[src/rtl/fir_tap_sequencer_pkg.sv]
// ---------------------------------------------------------------------------
// fir_tap_sequencer_pkg
// Shared types and helpers for the FIR tap sequencer.
//   state_t  : sequencer state (IDLE waits for a sample, RUN emits a frame)
//   tap_addr : history index of sample x[n-k] in the circular buffer
// ---------------------------------------------------------------------------
package fir_tap_sequencer_pkg;

   typedef enum logic {
      IDLE = 1'b0,
      RUN  = 1'b1
   } state_t;

   // The newest sample lives at wr_ptr, so tap k looks k entries back.
   // A negative difference wraps by adding ntaps.
   function automatic int tap_addr(input int wr_ptr, input int k, input int ntaps);
      int idx;
      idx = wr_ptr - k;
      if (idx < 0) idx = idx + ntaps;
      return idx;
   endfunction

endpackage

[src/rtl/fir_tap_sequencer_if.sv]
// ---------------------------------------------------------------------------
// fir_tap_sequencer_if
// Bundles the streaming and coefficient-write signals of the sequencer.
//   s_axis_*  : input sample stream (tdata, tvalid, tready)
//   coef_wr_* : coefficient bank write port (en, addr, data)
//   m_axis_a* : sample output stream x[n-k] (tdata, tvalid, tready, tlast)
//   m_axis_b* : coefficient output stream c[k] (tdata, tvalid, tready, tlast)
// Modports:
//   master : the sequencer itself (drives s_axis_tready and the m_axis streams)
//   slave  : the surrounding environment (upstream source, MACC, software)
// ---------------------------------------------------------------------------
interface fir_tap_sequencer_if #(
   parameter int DW    = 24,
   parameter int CW    = 18,
   parameter int NTAPS = 16
);
   localparam int AW = $clog2(NTAPS);

   logic signed [DW-1:0] s_axis_tdata;
   logic                 s_axis_tvalid;
   logic                 s_axis_tready;

   logic                 coef_wr_en;
   logic [AW-1:0]        coef_wr_addr;
   logic signed [CW-1:0] coef_wr_data;

   logic signed [DW-1:0] m_axis_atdata;
   logic                 m_axis_atvalid;
   logic                 m_axis_atready;
   logic                 m_axis_atlast;

   logic signed [CW-1:0] m_axis_btdata;
   logic                 m_axis_btvalid;
   logic                 m_axis_btready;
   logic                 m_axis_btlast;

   modport master (
      input  s_axis_tdata, s_axis_tvalid,
      output s_axis_tready,
      input  coef_wr_en, coef_wr_addr, coef_wr_data,
      output m_axis_atdata, m_axis_atvalid, m_axis_atlast,
      input  m_axis_atready,
      output m_axis_btdata, m_axis_btvalid, m_axis_btlast,
      input  m_axis_btready
   );

   modport slave (
      output s_axis_tdata, s_axis_tvalid,
      input  s_axis_tready,
      output coef_wr_en, coef_wr_addr, coef_wr_data,
      input  m_axis_atdata, m_axis_atvalid, m_axis_atlast,
      output m_axis_atready,
      input  m_axis_btdata, m_axis_btvalid, m_axis_btlast,
      output m_axis_btready
   );
endinterface

[src/rtl/fir_tap_sequencer_chan.sv]
// ---------------------------------------------------------------------------
// fir_tap_chan
// One output channel of the tap sequencer: tap counter, registered
// data/valid/last and a done flag for the current frame.
//   clk, rst  : clock, asynchronous active-low reset
//   start     : load tap 0 on this edge (frame begins)
//   clear     : clear the done flag (frame ends)
//   tap_data  : data for the tap index presented on sel_k
//   sel_k     : tap index that will be loaded on the next load edge
//   ready     : downstream ready
//   data/valid/last : AXI-Stream output register
//   done      : last beat of this frame has been accepted
// ---------------------------------------------------------------------------
module fir_tap_chan
   import fir_tap_sequencer_pkg::*;
#(
   parameter  int W     = 24,
   parameter  int NTAPS = 16,
   localparam int AW    = $clog2(NTAPS)
) (
   input  logic                clk,
   input  logic                rst,
   input  logic                start,
   input  logic                clear,
   input  logic signed [W-1:0] tap_data,
   output logic [AW-1:0]       sel_k,
   input  logic                ready,
   output logic signed [W-1:0] data,
   output logic                valid,
   output logic                last,
   output logic                done
);

   logic [AW-1:0]       k_q, k_d;
   logic signed [W-1:0] data_q, data_d;
   logic                valid_q, valid_d;
   logic                last_q, last_d;
   logic                done_q, done_d;
   logic                hs;

   assign hs    = valid_q & ready;
   assign sel_k = start ? '0 : k_q + AW'(1);

   // Register update: start loads tap 0; a handshake either loads the next
   // tap in the same edge (full throughput) or, on the last tap, drops valid
   // and marks the channel done until the frame is closed.
   always_comb begin
      k_d     = k_q;
      data_d  = data_q;
      valid_d = valid_q;
      last_d  = last_q;
      done_d  = done_q;
      if (start) begin
         k_d     = '0;
         data_d  = tap_data;
         valid_d = 1'b1;
         last_d  = 1'b0;
      end else if (hs && !last_q) begin
         k_d    = sel_k;
         data_d = tap_data;
         last_d = (sel_k == AW'(NTAPS - 1));
      end else if (hs) begin
         valid_d = 1'b0;
         last_d  = 1'b0;
         done_d  = 1'b1;
      end
      if (clear) done_d = 1'b0;
   end

   // Channel state registers.
   always_ff @(posedge clk or negedge rst) begin
      if (!rst) begin
         k_q     <= '0;
         data_q  <= '0;
         valid_q <= 1'b0;
         last_q  <= 1'b0;
         done_q  <= 1'b0;
      end else begin
         k_q     <= k_d;
         data_q  <= data_d;
         valid_q <= valid_d;
         last_q  <= last_d;
         done_q  <= done_d;
      end
   end

   assign data  = data_q;
   assign valid = valid_q;
   assign last  = last_q;
   assign done  = done_q;

endmodule

[src/rtl/fir_tap_sequencer.sv]
// ---------------------------------------------------------------------------
// fir_tap_sequencer
// Feeds a dual-stream MACC: for every accepted input sample it emits one
// frame of NTAPS (x[n-k], c[k]) pairs on two independent AXI-Stream outputs,
// tlast on tap NTAPS-1.
//   clk   : clock
//   rst   : asynchronous active-low reset
//   flush : (only with FIR_TAP_SEQUENCER_FLUSH_EN) clears history in IDLE
//   bus   : fir_tap_sequencer_if.master (sample input, coefficient writes,
//           A and B output streams)
// Optional feature macro: FIR_TAP_SEQUENCER_FLUSH_EN
// ---------------------------------------------------------------------------
module fir_tap_sequencer
   import fir_tap_sequencer_pkg::*;
#(
   parameter  int DW    = 24,
   parameter  int CW    = 18,
   parameter  int NTAPS = 16,
   localparam int AW    = $clog2(NTAPS)
) (
   input  logic clk,
   input  logic rst,
`ifdef FIR_TAP_SEQUENCER_FLUSH_EN
   input  logic flush,
`endif
   fir_tap_sequencer_if.master bus
);

   state_t               state_q, state_d;
   logic [AW-1:0]        wr_ptr_q, wr_ptr_d;
   logic signed [DW-1:0] hist_q [NTAPS];
   logic signed [DW-1:0] hist_d [NTAPS];
   logic signed [CW-1:0] coef_q [NTAPS];
   logic signed [CW-1:0] coef_d [NTAPS];
   logic                 s_ready_q, s_ready_d;

   logic                 flush_in;
   logic                 s_ready;
   logic                 accept;
   logic                 start;
   logic                 clear;
   logic                 frame_end;

   logic [AW-1:0]        a_sel_k, b_sel_k;
   logic signed [DW-1:0] a_tap, a_data;
   logic signed [CW-1:0] b_tap, b_data;
   logic                 a_valid, a_last, a_done, a_fin;
   logic                 b_valid, b_last, b_done, b_fin;

`ifdef FIR_TAP_SEQUENCER_FLUSH_EN
   assign flush_in = flush & (state_q == IDLE);
`else
   assign flush_in = 1'b0;
`endif

   // Ready is registered so it rises one edge after reset release; flush
   // masks it combinationally so a sample cannot slip in on a flush edge.
   assign s_ready   = s_ready_q & ~flush_in;
   assign accept    = bus.s_axis_tvalid & s_ready;
   assign a_fin     = a_valid & bus.m_axis_atready & a_last;
   assign b_fin     = b_valid & bus.m_axis_btready & b_last;
   assign frame_end = (a_done | a_fin) & (b_done | b_fin);

   // State register.
   always_ff @(posedge clk or negedge rst) begin
      if (!rst) begin
         state_q   <= IDLE;
         s_ready_q <= 1'b0;
      end else begin
         state_q   <= state_d;
         s_ready_q <= s_ready_d;
      end
   end

   // Next state: a frame starts on an accepted sample and ends on the edge
   // where both channels have (or are just) finishing their last beat.
   always_comb begin
      state_d = state_q;
      case (state_q)
         IDLE:    if (accept) state_d = RUN;
         RUN:     if (frame_end) state_d = IDLE;
         default: state_d = IDLE;
      endcase
   end

   // FSM outputs.
   always_comb begin
      start     = (state_q == IDLE) & accept;
      clear     = (state_q == RUN) & frame_end;
      s_ready_d = (state_d == IDLE);
   end

   // History, write pointer and coefficient bank. The pointer only advances
   // at frame end so every tap of the frame is addressed relative to the
   // sample that started it.
   always_comb begin
      hist_d   = hist_q;
      coef_d   = coef_q;
      wr_ptr_d = wr_ptr_q;
      if (flush_in) begin
         for (int i = 0; i < NTAPS; i++) hist_d[i] = '0;
         wr_ptr_d = '0;
      end else if (start) begin
         hist_d[wr_ptr_q] = bus.s_axis_tdata;
      end
      if (clear) wr_ptr_d = (wr_ptr_q == AW'(NTAPS - 1)) ? '0 : wr_ptr_q + AW'(1);
      if (bus.coef_wr_en && (int'(bus.coef_wr_addr) < NTAPS))
         coef_d[bus.coef_wr_addr] = bus.coef_wr_data;
   end

   always_ff @(posedge clk or negedge rst) begin
      if (!rst) begin
         wr_ptr_q <= '0;
         for (int i = 0; i < NTAPS; i++) begin
            hist_q[i] <= '0;
            coef_q[i] <= '0;
         end
      end else begin
         wr_ptr_q <= wr_ptr_d;
         hist_q   <= hist_d;
         coef_q   <= coef_d;
      end
   end

   // Tap data selection. Tap 0 comes straight from the input because the
   // history write happens on the same edge. Coefficients are read from the
   // registered bank, so a same-edge write is seen only by later loads.
   always_comb begin
      if (start) a_tap = bus.s_axis_tdata;
      else       a_tap = hist_q[AW'(tap_addr(int'(wr_ptr_q), int'(a_sel_k), NTAPS))];
      if (int'(b_sel_k) < NTAPS) b_tap = coef_q[b_sel_k];
      else                       b_tap = '0;
   end

   fir_tap_chan #(.W(DW), .NTAPS(NTAPS)) u_chan_a (
      .clk      (clk),
      .rst      (rst),
      .start    (start),
      .clear    (clear),
      .tap_data (a_tap),
      .sel_k    (a_sel_k),
      .ready    (bus.m_axis_atready),
      .data     (a_data),
      .valid    (a_valid),
      .last     (a_last),
      .done     (a_done)
   );

   fir_tap_chan #(.W(CW), .NTAPS(NTAPS)) u_chan_b (
      .clk      (clk),
      .rst      (rst),
      .start    (start),
      .clear    (clear),
      .tap_data (b_tap),
      .sel_k    (b_sel_k),
      .ready    (bus.m_axis_btready),
      .data     (b_data),
      .valid    (b_valid),
      .last     (b_last),
      .done     (b_done)
   );

   assign bus.s_axis_tready  = s_ready;
   assign bus.m_axis_atdata  = a_data;
   assign bus.m_axis_atvalid = a_valid;
   assign bus.m_axis_atlast  = a_last;
   assign bus.m_axis_btdata  = b_data;
   assign bus.m_axis_btvalid = b_valid;
   assign bus.m_axis_btlast  = b_last;

endmodule

[src/flat_wrapper.sv]
// flat-port wrapper written by rule: the top's interface ports become plain ports
module fir_tap_sequencer_flat import fir_tap_sequencer_pkg::*;
#(
   parameter  int DW    = 24,
   parameter  int CW    = 18,
   parameter  int NTAPS = 16,
   localparam int AW    = $clog2(NTAPS)
)
  (clk, rst, bus_s_axis_tdata, bus_s_axis_tvalid, bus_s_axis_tready, bus_coef_wr_en, bus_coef_wr_addr, bus_coef_wr_data, bus_m_axis_atdata, bus_m_axis_atvalid, bus_m_axis_atlast, bus_m_axis_atready, bus_m_axis_btdata, bus_m_axis_btvalid, bus_m_axis_btlast, bus_m_axis_btready);
  fir_tap_sequencer_if #(.DW(DW), .CW(CW), .NTAPS(NTAPS)) bus_i ();
  input  logic clk;
  input  logic rst;
  input wire logic [$bits(bus_i.s_axis_tdata)-1:0] bus_s_axis_tdata;
  input wire logic [$bits(bus_i.s_axis_tvalid)-1:0] bus_s_axis_tvalid;
  output wire logic [$bits(bus_i.s_axis_tready)-1:0] bus_s_axis_tready;
  input wire logic [$bits(bus_i.coef_wr_en)-1:0] bus_coef_wr_en;
  input wire logic [$bits(bus_i.coef_wr_addr)-1:0] bus_coef_wr_addr;
  input wire logic [$bits(bus_i.coef_wr_data)-1:0] bus_coef_wr_data;
  output wire logic [$bits(bus_i.m_axis_atdata)-1:0] bus_m_axis_atdata;
  output wire logic [$bits(bus_i.m_axis_atvalid)-1:0] bus_m_axis_atvalid;
  output wire logic [$bits(bus_i.m_axis_atlast)-1:0] bus_m_axis_atlast;
  input wire logic [$bits(bus_i.m_axis_atready)-1:0] bus_m_axis_atready;
  output wire logic [$bits(bus_i.m_axis_btdata)-1:0] bus_m_axis_btdata;
  output wire logic [$bits(bus_i.m_axis_btvalid)-1:0] bus_m_axis_btvalid;
  output wire logic [$bits(bus_i.m_axis_btlast)-1:0] bus_m_axis_btlast;
  input wire logic [$bits(bus_i.m_axis_btready)-1:0] bus_m_axis_btready;
  assign bus_i.s_axis_tdata = bus_s_axis_tdata;
  assign bus_i.s_axis_tvalid = bus_s_axis_tvalid;
  assign bus_s_axis_tready = bus_i.s_axis_tready;
  assign bus_i.coef_wr_en = bus_coef_wr_en;
  assign bus_i.coef_wr_addr = bus_coef_wr_addr;
  assign bus_i.coef_wr_data = bus_coef_wr_data;
  assign bus_m_axis_atdata = bus_i.m_axis_atdata;
  assign bus_m_axis_atvalid = bus_i.m_axis_atvalid;
  assign bus_m_axis_atlast = bus_i.m_axis_atlast;
  assign bus_i.m_axis_atready = bus_m_axis_atready;
  assign bus_m_axis_btdata = bus_i.m_axis_btdata;
  assign bus_m_axis_btvalid = bus_i.m_axis_btvalid;
  assign bus_m_axis_btlast = bus_i.m_axis_btlast;
  assign bus_i.m_axis_btready = bus_m_axis_btready;
  fir_tap_sequencer #(.DW(DW), .CW(CW), .NTAPS(NTAPS)) u_core (.clk(clk), .rst(rst), .bus(bus_i));
endmodule
[config.mk]
export PLATFORM = sky130hd
export DESIGN_NAME = fir_tap_sequencer_flat
export DESIGN_NICKNAME = d
export VERILOG_FILES = /design/src/rtl/fir_tap_sequencer_pkg.sv /design/src/rtl/fir_tap_sequencer_if.sv /design/src/rtl/fir_tap_sequencer_chan.sv /design/src/rtl/fir_tap_sequencer.sv /design/src/flat_wrapper.sv
export SDC_FILE = /design/constraint.sdc
export NUM_CORES = 1
export LEC_CHECK = 0
export BUFFER_PORTS_ARGS = -buffer_cell sky130_fd_sc_hd__buf_2
export CAP_MARGIN = 20
export CORE_UTILIZATION = 30
export CTS_BUF_LIST = sky130_fd_sc_hd__clkbuf_8
export DETAILED_ROUTE_END_ITERATION = 8
export PLACE_DENSITY = 0.48
export SYNTH_ARGS = -nofsm -noshare
export SYNTH_HDL_FRONTEND = slang
export SYNTH_SLANG_ARGS = --single-unit
[constraint.sdc]
create_clock -name clk -period 10 [get_ports clk]
set_input_delay 1.5 -clock clk [delete_from_list [all_inputs] [get_ports clk]]
set_output_delay 1.5 -clock clk [all_outputs]
set_load 0.01 [all_outputs]
* Yosys cells after proc, flatten, opt, wreduce, memory -nomap -nowiden *
Cells that the tools add are included.
Widths: inputs -> output; s select.

word-level totals
  word-level logic and storage cells = 146
  output and inout port bits = 47
  input bits = 52
  flip-flop bits (word level) = 734

operators by class
  $lt $le $gt $ge = 7
  reduce and logical (&&, ||, !) cells = 18
  muxes and demuxes = 47
  add/subtract/negate cells = 5
  equal/unequal tests = 8
  bitwise logic cells = 16

operators by type and width
  operator             count
  $bwmux 384           1
  $bwmux 288           1
  $mux 24              6
  $bmux 24 s4          1
  $demux 24 s4         1
  $mux 18              5
  $bmux 18 s4          1
  $demux 18 s4         1
  $mux 4               9
  $mux 1               20
  $add 4x1->4 const B  4
  $ge 5x5->1 const B   3
  $lt 5x1->1 const B   3
  $not 4->5            3
  $eq 4x4->1 const B   3
  $reduce_bool 2->1    6
  $and 1x1->1          8
  $ne 2x1->1 const B   4
  $reduce_and 3->1     2
  $reduce_bool 3->1    2
  $ge 4x5->1 const B   1
  $sub 4x4->5          1
  $logic_and 1x1->1    4
  $not 4->4            1
  other kinds (6)      10

* Logic depth before layout (Yosys ltp) *
  word-level depth = 14
  mapped depth = 16
  depth with buffers taken out = 9

* By module *
Synthesis repeated with hierarchy kept, for this count alone.

second synthesis, totals
  cells, all modules = 2,030
  area, all modules = 33,437.1 µm²

by module, submodules not included
  module                           sequential area each (µm²)  area an instance (µm²)  cells an instance  times used
  fir_tap_sequencer                16,966.3                    30,925.9                1,873              1
  fir_tap_chan at u_core.u_chan_a  775.7                       1,367.6                 85                 1
  fir_tap_chan at u_core.u_chan_b  625.6                       1,143.6                 72                 1

* Least setup slack after synthesis *
OpenSTA, ideal clock, no wires.

  path kind = in2reg
  from = input port bus_s_axis_tvalid
  to = register u_core.u_chan_a.data_q[10], in the netlist u_core.u_chan_a.data[10]
  cell stages on the path = 16
  required time = 9.873 ns
  arrival = 4.470 ns
  path buffers = 7
  library setup time = 0.127 ns
  path slack = 5.403 ns
  cells stage by stage = and3b_1 > buf_2 > buf_2 > buf_2 > clkbuf_1 > nor2_1 > ha_1 > inv_1 > fa_1 > clkbuf_1 > buf_2 > clkbuf_1 > mux4_2 > mux2i_1 > a211o_1 > nand3_1

on the way
  word-level cells in the longest chain between the ends = 14
  elaborated cells on any way between the ends = 16
  classes of those cells = add/sub: 2; order compare: 1; mux: 9; bitwise: 3; reduce/logical: 1

RTL lines
  what                                              line                          source
  start, declared                                   flat_wrapper.sv:14            input wire logic [$bits(bus_i.s_axis_tvalid)-1:0] bus_s_axis_tvalid;
  $and 1x1->1 *                                     fir_tap_sequencer.sv:59       assign accept = bus.s_axis_tvalid & s_ready;
  $and 1x1->1 *                                     fir_tap_sequencer.sv:88       start = (state_q == IDLE) & accept;
  $mux 4                                            fir_tap_sequencer_chan.sv:42  assign sel_k = start ? '0 : k_q + AW'(1);
  $sub 4x4->5                                       fir_tap_sequencer_pkg.sv:18   idx = wr_ptr - k;
  $add 4x1->4 / $lt 5x1->1 (equally long branches)  fir_tap_sequencer_pkg.sv:19   if (idx < 0) idx = idx + ntaps;
  $mux 4                                            fir_tap_sequencer_pkg.sv:19
  $mux 4                                            fir_tap_sequencer.sv:129      if (start) a_tap = bus.s_axis_tdata;
  $not 4->4 (implied by the code)                   fir_tap_sequencer.sv:130      else a_tap = hist_q[AW'(tap_addr(int'(wr_ptr_q), int'(a_sel_k), NTAPS))];
  $bmux 24 s4                                       fir_tap_sequencer.sv:130
  $mux 24 (implied by the code) (2 in a row)        fir_tap_sequencer.sv:130
  $mux 24                                           fir_tap_sequencer.sv:129
  $mux 24                                           fir_tap_sequencer_chan.sv:58  end else if (hs && !last_q) begin
  $mux 24                                           fir_tap_sequencer_chan.sv:53  if (start) begin
  end signal, assigned                              fir_tap_sequencer_chan.sv:80  data_q <= data_d;
  end, declared                                     fir_tap_sequencer_chan.sv:35  logic signed [W-1:0] data_q, data_d;

Mark *: on every way between the ends. The rest lies on a longest branch, timed or not. The select of a mux whose other input is x is not followed.
A chain may end at the register's enable or synchronous reset.

* Worst setup path in the final report *
  from = input port bus_s_axis_tvalid
  to = register u_core.u_chan_a.data_q[8], in the netlist u_core.u_chan_a.data[8]

Same word-level chain as after synthesis.

==> impl_metrics.py <==
metrics = {
    "routing": {
        "wire_per_inst_um": 24.6,
        "drc": 0,
        "drt_wl_total_mm": 100,
        "via_count": 21100,
        "ant_nets": 0,
        "vias_per_cell": 5.17,
        "dr.pass1.iters": 5,
        "drt-initial-drc-count": 1334,
    },
    "power_and_ir_drop": {
        "p_int_w": 0.00644,
        "power_density_nw_per_um2": 271,
        "leakage_nw": 18.1,
        "peakVddDrop_mv": 0.422,
        "pwr-share-clk_pct": 27.4,
        "sw_frac_of_total_pct": 38.7,
        "p_switching_w": 0.00406,
        "seqPwrFrac_pct": 35.7,
        "combPwrFrac_pct": 36.9,
    },
    "global_route": {
        "gr-max-usage-layer": "met2",
        "grt_pass1_vias": 22700,
        "gr-usage-met3_pct": 3.67,
        "grt_max_degree": 166,
        "grt_overflow_total": 0,
        "grt.total_usage_pct": 18.0,
        "met1_usage_pct": 23.5,
        "met2_usage_pct": 29.2,
        "grt_pass1_wl_mm": 150,
        "antenna_found_initial": 13,
    },
    "timing": {
        "rsz0062_at_grt": "false",
        "setup_tns_ps": 0,
        "tightest_slew_ps": 1130,
        "finClkSkew_ps": 57.3,
        "fin_hold_ws_ps": 476,
        "max_freq_mhz": 210,
        "fin_crit_sh_pct": 47.7,
        "min_period_ps": 4770,
        "slew_viol_final": 0,
        "hold_viol_final": 0,
        "final-setup-viol-count": 0,
        "slew-limit-headroom_pct": 24.2,
    },
    "clock_network": {
        "cts_sinks": 734,
        "postCtsSetupRepairBufs": 0,
        "cts_resized": 0,
        "cts.path.max_buffers": 3,
        "cts_made_buffers": 137,
        "cts_tree": "done",
        "cts_hold_buf": 0,
        "h-tree-depth": 4,
        "clockRootBuffer": "clkbuf_8",
        "clk_pin_slew_worst_paths_ps": 60,
        "clk_latency_ps": 810,
    },
    "final_layout": {
        "fin_util_pct": 34.9,
        "nets": 2550,
        "multi_input_area_um2": 14700,
        "syn_to_final_growth_pct": 14.7,
        "regArea_um2": 18400,
        "drive_gt1_share_pct": 31.4,
        "fill_cells": 10900,
    },
    "die": {
        "start_util_pct": 30.4,
        "dieArea_um2": 114000,
        "die_w_um": 338,
        "row_count": 122,
        "die_y_um": 338,
        "io_pins": 99,
        "core_area_um2": 111000,
    },
    "yosys": {
        "synth_nets": 2445,
        "ys.flop_type": "dfrtp_1",
        "async_flop_share_pct": 100,
        "synth_commonest_cells": "dfrtp_1, mux2_1, mux2_2",
        "synth.most_common_cell": "dfrtp_1",
        "syn_area_um2": 33800,
        "synth_seq_area_share_pct": 54.4,
        "avgSynthCellArea_um2": 14.2,
        "syn_inst": 2383,
        "synth_edf_count": 0,
        "yosysTopAreaCell": "dfrtp_1",
        "yosys_warnings": 0,
        "ys_ff_latch": 734,
        "synth_top_area_share_pct": 54.4,
        "synth_area_leaders": "dfrtp_1, mux2_1, mux2_2",
        "ys_types": 66,
    },
    "placement": {
        "gp_congestion": 0.748,
        "portBuffers": 98,
        "place_hpwl_mm": 57.1,
    },
    "worst_setup_path": {
        "critPathMaxStageDelay_ps": 1390,
        "worst_ep_required_time_ps": 10740,
        "r2r_start": "u_core.bus.s_axis_tready",
        "r2r_setup_slack_ps": 5630,
        "critPathKind": "in2reg",
        "r2r-end": "u_core.u_chan_a.data[8]",
        "crit_chain": "buf_2 -> and3b_4 -> nor2_1 -> ha_4 -> inv_1 -> fa_4 -> buf_4 -> mux4_2 -> mux2i_1 -> or4_1 -> nand3_1",
        "crit_path_start_kind": "input pin",
        "reg2reg_depth": 10,
        "critical_path_arrival_ps": 5510,
        "cp-end-kind": "flip-flop",
        "endpoint": "u_core.u_chan_a.data[8]",
        "cp_slowest_cell": "fa_4",
        "startpoint": "bus_s_axis_tvalid",
        "path_max_fanout": 49,
    },
    "outcome": {
        "status": "complete, no violations",
    },
    "min_path": {
        "hold_path.class": "reg2reg",
    },
    "job": {
        "drv_cap": 0,
    },
}
how the worst min path moves through the flow:
stage	start	to	slack, ps	depth (start not counted)
2_1_floorplan	u_core.hist_q[100]	u_core.hist_q[100]	450	1
3_3_place_gp	u_core.hist_q[212]	u_core.hist_q[212]	460	1
3_5_place_dp	u_core.hist_q[197]	u_core.hist_q[197]	470	1
4_1_cts	u_core.hist_q[197]	u_core.hist_q[197]	480	1
5_1_grt	u_core.hist_q[202]	u_core.hist_q[202]	490	1
6_report	u_core.hist_q[17]	u_core.hist_q[17]	480	1
cell families after synthesis:
logic type               count (synthesis)  share of synthesized area, %
multiplexers                           875                          32.5
flip-flops                             734                          54.4
AND/OR/NAND/NOR                        308                          4.48
AO/OA/AOI/OAI                          242                          5.38
buffers and inverters                  204                          2.66
XOR/XNOR                                10                         0.281
adder cells (fa/ha/maj)                 10                         0.392
power groups by stage:
stage,logic [W],clock network (W),registers [W]
global placement,0.00388,0,0.00377
global route,0.00414,0.00313,0.00380
CTS,0.00392,0.00299,0.00375
finish,0.00388,0.00288,0.00375
floorplan,0.00254,0,0.00366
detailed placement,0.00392,0,0.00379
cells in the final DEF (no fill, tap or decap), types with 6 or more instances in the layout:
cell type  Yosys  routed
dfrtp_1      734     733
mux2_1       380     380
mux2_2       304     304
clkbuf_8       0     168
mux4_2       108     108
nand2_1      101     100
buf_2         78      97
mux2i_1       83      83
inv_1          9      63
buf_4          9      58
nor2_1        65      41
nand3_1       45      41
a211oi_1      31      30
o211ai_1      30      30
a22oi_1       30      30
a211o_1       26      25
or4_1         24      24
a21oi_1       18      18
o21ai_0       15      15
nor2b_1       16      15
nor2_4         1      14
or3_1         14      13
nor2_2         1      12
o21ai_1        9       9
a221oi_1       9       9
a21boi_0       8       8
o22ai_1        7       7
and3_1         7       7
o2bb2ai_1      7       7
ha_1           9       7
clkinv_2       0       7
nand3b_1       6       6
a31oi_1        6       6
or2_2          6       6
nand2b_1       9       6
a2111o_1       6       6
o31ai_1        6       6
registers in the layout, indices dropped and copies added, names as in the netlist:
register                  count
u_core.hist_q               384
u_core.coef_q               288
u_core.u_chan_a.data         24
u_core.u_chan_b.data         18
u_core.u_chan_a.k_q           4
u_core.u_chan_b.k_q           4
u_core.wr_ptr_q               4
u_core.bus.s_axis_tready      1
u_core.state_q                1
u_core.u_chan_a.done          1
u_core.u_chan_a.last          1
u_core.u_chan_a.valid         1
u_core.u_chan_b.done          1
u_core.u_chan_b.last          1
u_core.u_chan_b.valid         1
critical path: cells and delay by family:
kind                       cells  cell delay (ps)
buffers and inverters          3              940
and+or+nand+nor                4             1070
muxes                          2              420
adders and majority gates      2             1550
cell type report:
class	instances	share of cell area (%)
antenna	5	0.0323
clock buffer	168	5.97
clock inverter	74	1.08
inverter	11	0.107
multi-input combinational	1445	38.0
sequential	734	47.4
tap	1488	4.80
timing repair buffer	159	2.58
metal layers:
| layer | vias up | share of wire (%) |
|---|---|---|
| met3 | 210 | 4.9 |
| met1 | 11300 | 44 |
| met4 | 16 | 3.2 |
| li1 | 9101 | - |
| met5 | - | 0.10 |
| met2 | 523 | 48 |
stage by stage:
step	cell area, um^2	instances	worst slack (ps)	power [W]
6_report	38800	4084	5230	0.0105
3_5_place_dp	36000	3836	4400	0.00771
2_1_floorplan	33800	2383	5400	0.00621
5_1_grt	38700	4080	5150	0.0111
4_1_cts	38700	4078	5290	0.0107
3_3_place_gp	36000	3835	4440	0.00765
No activity file was read; power rests on OpenSTA's default activity.
